File: src/rtl/keypad_scan.sv
// Keypad front end: drives a 4x5 active-low matrix one row at a time,
// synchronises and debounces the column returns, and turns each clean new
// press into a one-cycle key code plus a registered goods selection.
//
// state | meaning
// IDLE  | no debounced key down, next accepted press may pulse
// HELD  | some debounced key down (or multi-key / unused), wait for full release
module keypad_scan #(
  parameter int SCAN_DIV  = 4,
  parameter int DEB_SCANS = 2
) (
  input  logic       clk,
  input  logic       rstn,
  input  logic [4:0] col_n,
  output logic [3:0] row_n,
  output logic [4:0] area_flag,
  output logic [3:0] goods_index
);

  localparam int              DW       = $clog2(SCAN_DIV);
  localparam logic [DW-1:0]   DIV_LAST = DW'(SCAN_DIV - 1);
  localparam logic [3:0]      DEB_TC   = 4'(DEB_SCANS);

  typedef enum logic {IDLE, HELD} state_t;

  logic [4:0]    col_s1, col_s2;
  logic [4:0]    key;
  logic [DW-1:0] div_cnt;
  logic [1:0]    row_idx;
  logic [19:0]   raw, last_raw, deb_vec;
  logic          scan_done;
  logic [3:0]    stab_cnt;
  state_t        state, state_nxt;
  logic [4:0]    flag_nxt;
  logic [3:0]    goods_nxt;
  logic [4:0]    hot_code;
  logic          one_hot;

  assign key = ~col_s2;

  // two-flop synchroniser for the asynchronous column returns
  always_ff @(posedge clk or negedge rstn) begin
    if (!rstn) begin
      col_s1 <= 5'h1f;
      col_s2 <= 5'h1f;
    end else begin
      col_s1 <= col_n;
      col_s2 <= col_s1;
    end
  end

  // row scan: hold each row SCAN_DIV cycles, snapshot its columns on the wrap edge
  always_ff @(posedge clk or negedge rstn) begin
    if (!rstn) begin
      div_cnt   <= '0;
      row_idx   <= 2'd0;
      row_n     <= 4'b1110;
      raw       <= '0;
      scan_done <= 1'b0;
    end else if (div_cnt == DIV_LAST) begin
      div_cnt   <= '0;
      row_idx   <= row_idx + 2'd1;
      row_n     <= {row_n[2:0], row_n[3]};
      scan_done <= (row_idx == 2'd3);
      case (row_idx)
        2'd0:    raw[4:0]   <= key;
        2'd1:    raw[9:5]   <= key;
        2'd2:    raw[14:10] <= key;
        default: raw[19:15] <= key;
      endcase
    end else begin
      div_cnt   <= div_cnt + 1'b1;
      scan_done <= 1'b0;
    end
  end

  // debounce: a full-matrix vector must repeat DEB_SCANS scans before it is accepted
  always_ff @(posedge clk or negedge rstn) begin
    if (!rstn) begin
      last_raw <= '0;
      deb_vec  <= '0;
      stab_cnt <= '0;
    end else if (scan_done) begin
      if (raw == last_raw) begin
        if (stab_cnt != DEB_TC) begin
          stab_cnt <= stab_cnt + 4'd1;
          if (stab_cnt == DEB_TC - 4'd1) deb_vec <= raw;
        end
      end else begin
        stab_cnt <= '0;
        last_raw <= raw;
      end
    end
  end

  // key code of the highest set bit; only meaningful when exactly one bit is set
  always_comb begin
    hot_code = 5'd0;
    for (int i = 0; i < 20; i++) begin
      if (deb_vec[i]) hot_code = 5'(i + 1);
    end
    one_hot = (deb_vec != 20'd0) && ((deb_vec & (deb_vec - 20'd1)) == 20'd0);
  end

  // press FSM next state, pulse and selection update
  always_comb begin
    state_nxt = state;
    flag_nxt  = 5'd0;
    goods_nxt = goods_index;
    unique case (state)
      IDLE: begin
        if (deb_vec != 20'd0) begin
          state_nxt = HELD;
          if (one_hot && hot_code <= 5'd18) begin
            flag_nxt = hot_code;
            if (hot_code <= 5'd12)       goods_nxt = hot_code[3:0];
            else if (hot_code == 5'd16)  goods_nxt = 4'd0;
          end
        end
      end
      HELD: begin
        if (deb_vec == 20'd0) state_nxt = IDLE;
      end
      default: state_nxt = IDLE;
    endcase
  end

  // press FSM registers; pulse and selection move on the same edge as the state
  always_ff @(posedge clk or negedge rstn) begin
    if (!rstn) begin
      state       <= IDLE;
      area_flag   <= 5'd0;
      goods_index <= 4'd0;
    end else begin
      state       <= state_nxt;
      area_flag   <= flag_nxt;
      goods_index <= goods_nxt;
    end
  end

endmodule

File: config.mk
export PLATFORM = sky130hd
export DESIGN_NAME = keypad_scan
export DESIGN_NICKNAME = d
export VERILOG_FILES = /design/src/rtl/keypad_scan.sv
export SDC_FILE = /design/constraint.sdc
export NUM_CORES = 1
export LEC_CHECK = 0
export CORE_ASPECT_RATIO = 1.4
export CORE_MARGIN = 2
export CORE_UTILIZATION = 40
export CTS_CLUSTER_SIZE = 12
export DETAILED_ROUTE_END_ITERATION = 8
export GPL_ROUTABILITY_DRIVEN = 0
export GPL_TIMING_DRIVEN = 1
export PLACE_DENSITY = 0.66
export REMOVE_ABC_BUFFERS = 1
export SETUP_SLACK_MARGIN = 0.15
export SLEW_MARGIN = 40
export SYNTH_ARGS = -nofsm -noshare
export SYNTH_HDL_FRONTEND = slang
export SYNTH_SLANG_ARGS = --single-unit
File: constraint.sdc
create_clock -name clk -period 7.4 [get_ports clk]
set_clock_uncertainty 0.15 [all_clocks]
set_input_delay 1.85 -clock clk [delete_from_list [all_inputs] [get_ports clk]]
set_output_delay 1.85 -clock clk [all_outputs]
set_load 0.01 [all_outputs]
* Yosys cells after proc, flatten, opt, wreduce, memory -nomap -nowiden
Cells that the tools add are included.
** Cells by class
- Add/sub/neg operators :: 4
- Magnitude comparators :: 2
- Reduce and logical (&&, ||, !) cells :: 16
- Eq/ne operators :: 9
- Muxes and demuxes :: 32
- Bitwise operators :: 5
** Operators by type and width (count)
- 5-bit two-way mux :: 22
- 20-bit logical NOT :: 2
- 20-bit AND :: 1
- 20-bit == test :: 1
- 20-bit nonzero test :: 1
- 20-bit by 1-bit subtractor with 20-bit output (second input constant) :: 1
- 4-bit two-way mux :: 4
- 2-bit AND reduction :: 6
- 4-bit AND reduction :: 2
- 2-bit == test (second input constant) :: 3
- 5-bit == test (second input constant) :: 1
- 5-bit by 4-bit <= comparator with 1-bit output (second input constant) :: 1
- 5-bit <= comparator (second input constant) :: 1
- 5-bit NOT :: 1
- 2-bit by 1-bit adder with 2-bit output (second input constant) :: 2
- 4-bit by 1-bit adder with 4-bit output (second input constant) :: 1
- 4-bit by 1-bit == test with 1-bit output (second input constant) :: 1
- 1-bit two-way mux :: 4
- 4-bit by 2-bit inequality test with 1-bit output (second input constant) :: 1
- 1-bit NOT :: 3
- 3-bit OR reduction :: 1
- 2-bit by 1-bit == test with 1-bit output (second input constant) :: 1
- 1-bit logical AND :: 2
- 2-bit logical NOT :: 1
- 4 further kinds :: 4
** Word-level totals
- Output and inout port bits :: 13
- Input port bits :: 7
- Register bits after elaboration :: 93

* Depth between registers and ports, before layout
- Depth in word-level cells :: 25
- Depth in mapped cells :: 7
- Gate-level depth less buffers :: 6

* Worst setup path after synthesis
OpenSTA, ideal clock, no wires.
- Path type :: register to register
- Start :: reg deb_vec[3]
- End :: reg goods_index[2]
- Library setup time :: 0.125 ns
- Path buffers :: 0
- Required time :: 7.125 ns
- Arrival :: 2.358 ns
- Period minus slack after synthesis :: 2.633 ns
- Stages on the path, launching flop included :: 7
- Setup slack :: 4.767 ns
- Cells stage by stage :: dfrtp_1 nor4_4 nand4_1 a22o_1 or4_4 or3_4 mux2_4
** Between the ends
- Cells in the longest elaborated chain, start to end :: 20
** Ends and longest elaborated chain
- start, declared :: line 30 : logic [19:0] raw, last_raw, deb_vec;
- start signal, assigned :: line 87 : if (stab_cnt == DEB_TC - 4'd1) deb_vec <= raw;
- 5-bit two-way mux (17 in a row) :: line 100 : if (deb_vec[i]) hot_code = 5'(i + 1);
- 5-bit by 4-bit <= comparator with 1-bit output, or another cell as far along :: line 116 : if (hot_code <= 5'd12) goods_nxt = hot_code[3:0];
- 2-bit nonzero test (no line) / 1-bit logical AND (equally long branches)
- 4-bit AND reduction (no line)
- end signal, assigned :: line 137 : goods_index <= goods_nxt;
- end, declared :: line 17 : output logic [3:0] goods_index
Parallel ways exist; a longest one is shown, timed or not.
A chain may end at the register's enable or synchronous reset.

* Worst setup path after layout
- Start :: reg row_n[2]
- End :: out row_n[2]
** RTL lines
- start, declared :: line 15 : output logic [3:0] row_n,
- start signal, assigned :: line 63 : row_n <= {row_n[2:0], row_n[3]};
No word-level cell between the ends.

==> metrics <==
Layout Cells excl Fill 507; initial antenna violation count 0; DRC Markers 0; # Post-CTS Setup Buffers 0; drt pass-1 iters 4; Fmax achieved roughly 290 MHz; Hold WC Path Type flip-flop to flip-flop; first-pass GRT wire length between 10,000 and 15,000 µm; Power Total about 1.1 mW; critical path class flip-flop to output pin; area leader, netlist dfrtp_1; final setup fails 0; Routed WL ~7700 µm; CTS buffer count 9; outcome completed; WHS Path Cells 0; slowest CP cell clkdlybuf4s50_1; Worst path max stage delay approximately 0.55 ns; Seq cells post-synth 93; Leakage 2.100 nW; Clk network pwr share around 46%; fraction of layout cells with a size suffix above 1 23.58%; Crit. End Element output pin; pre-CTS setup slack 4.331 ns; Root Driver clkbuf_16; Area Overhead vs Synth 15.74%; Antenna Cells 0; die height 124.5 µm; fillers roughly 970; final hold slack 0.2051 ns; Final Hold Viols 0; top post-synthesis cells by count dfrtp_1, mux2_2, nor2_1, a21oi_1, xor2_1; asr flop ratio synth 100.0%; Yosys Warn Count 0; Slew Viols, Final 0; Sequential Power Share between 50% and 60%; most frequent cell after synthesis dfrtp_1; Global Route Usage Sum around 15%; Hold Path Origin col_s1[3]$_DFF_PN1_; Net Sw Frac 19.86%; Pint roughly 0.85 mW; post-synthesis cell count around 350; Largest delay share family, worst path buffers and inverters; Final Cycle Share ~46%; post-CTS sizing 0; unique cell type count in the Yosys netlist ~50; CTS Hold Buffers Added 0; Vias per Instance approximately 5.2; Core Rows 44; pin count of the biggest net entering global routing 80; Peak VDD IR roughly 0.14 mV; Initial Utilization 40.52%; Worst-Margin Slew 0.7067 ns; CP Max Fanout 3; H-tree levels 3; Post-DP HPWL approximately 5400 µm; Boundary Pins 20; vias in the first global route around 2,700; fin area a little under 5000 µm²; area of the core 10,240 µm²; Tmin final 3.425 ns; Buf/Inv on CP 1; Post-DP Area between 4000 and 5000 µm²; 1st-iter DRT viols between 100 and 150; die width roughly 90 µm; power share of the combinational group 3.0%; FF-to-FF path depth 6; clk slew on worst S/H paths around 0.060 ns; CTS tree built; Fin Setup TNS 0 ns; worst skew pair latency approximately 0.34 ns; IO Port Bufs 19; RSZ-0062 raised after global routing false; routed via count between 2,000 and 3,000; Reg-to-Reg Start raw[15]$_DFFE_PN0P_; Mean Syn Cell Area 11.99 µm²; setup slack after layout roughly 4 ns; Hold EP col_s2[3]$_DFF_PN1_; crit path launch type flip-flop; GRT overflow 0; number of flops mapped to enable cells by yosys 0; Power Dens Cells approximately 220 nW/µm²; Final nets between 300 and 400; top cell type's share of synthesized area 48.25%; die area between 10,000 and 15,000 µm²; largest cells by area after synthesis dfrtp_1, mux2_2, dfstp_2, xor2_1, nor2_1; placed cells 491; Mapped Area around 4100 µm²; r2r endpoint deb_vec[9]$_DFFE_PN0P_; worst reg-to-reg setup slack around 4.4 ns; part of the Yosys area used for sequential elements 56.48%; max-cap violation count 0; Core Util, Final between 40% and 50%; CP required approximately 5.4 ns; CP Cell Sequence clkdlybuf4s50_1; P_sw roughly 0.21 mW; DRT antenna net count 0; Max-slew headroom about half; Clock Path Buffers 2; TritonCTS Sinks 93; Worst EP arrival 1.43 ns; Synth Flop Type dfrtp_1; DR WL/cell 15.12 µm
state kept, by name, summed over array words and instances, names as in the netlist:
name and count:
stab_cnt 4, deb_vec 20, row_n 4, area_flag 5, goods_index 4, col_s1 5, state 1, div_cnt 2
row_idx 2, col_s2 5, last_raw 20, scan_done 1, raw 20
layout make-up:
| type | count | area [µm²] | share of cell area (%) |
|---|---|---|---|
| Clock buffer | 12 | 256.5 | 5.341 |
| Multi-Input combinational cell | 232 | 1730 | 36.03 |
| Timing Repair Buffer | 20 | 198.9 | 4.143 |
| Inverter | 8 | 30.03 | 0.6253 |
| Sequential cell | 93 | 2344 | 48.80 |
| Clock inverter | 4 | 70.07 | 1.459 |
| Tap cell | 138 | 172.7 | 3.596 |
placed cells by master (no fill, tap or decap), types with 7 or more instances in the layout:
master,count
dfrtp_1,80
mux2_2,44
nor2_1,37
a21oi_1,27
xor2_1,21
clkdlybuf4s50_1,18
dfstp_2,13
nor4_1,10
nand2_1,9
clkbuf_16,9
inv_1,8
ha_1,8
o21ai_0,7
power by group through the flow:
stage               sequential, mW  combinational, mW  clock, mW
global route                 0.540             0.0377      0.530
floorplan                    0.543             0.0170          0
global placement             0.546             0.0320          0
detailed placement           0.547             0.0333          0
finish                       0.538             0.0321      0.494
CTS                          0.538             0.0337      0.508
worst max-delay path by stage:
stage,start,endpoint,cells past startpoint
after floorplan,deb_vec[3]$_DFFE_PN0P_,goods_index[2]$_DFFE_PN0P_,6
after global placement,rstn,last_raw[17]$_DFFE_PN0P_,2
after detailed placement,row_n[2]$_DFFE_PN1P_,row_n[2],1
after CTS,row_n[2]$_DFFE_PN1P_,row_n[2],1
after global routing,row_n[2]$_DFFE_PN1P_,row_n[2],1
final,row_n[2]$_DFFE_PN1P_,row_n[2],1
kinds of logic after synthesis:
family | count (synthesis) | synth area share [%]
AO/OA/AOI/OAI | 58 | 8.776
flip-flops | 93 | 56.48
adder cells (fa/ha/maj) | 10 | 2.895
multiplexers | 47 | 12.91
AND/OR/NAND/NOR | 96 | 12.61
XOR/XNOR | 21 | 4.433
buffers and inverters | 21 | 1.900
metal layers:
| layer | part of all wire (%) | vias up | GRT usage (%) | wire length (µm) |
|---|---|---|---|---|
| met1 | 42 | 1292 | 17.38 | 3197 |
| met4 | 3.5 | 0 | 8.688 | 267 |
| met3 | 3.5 | 17 | 4.114 | 265 |
| met5 | 0 | - | 0 | 0 |
| met2 | 51 | 48 | 25.87 | 3935 |
| li1 | - | 1277 | - | - |
(Power assumes the default switching activity.)
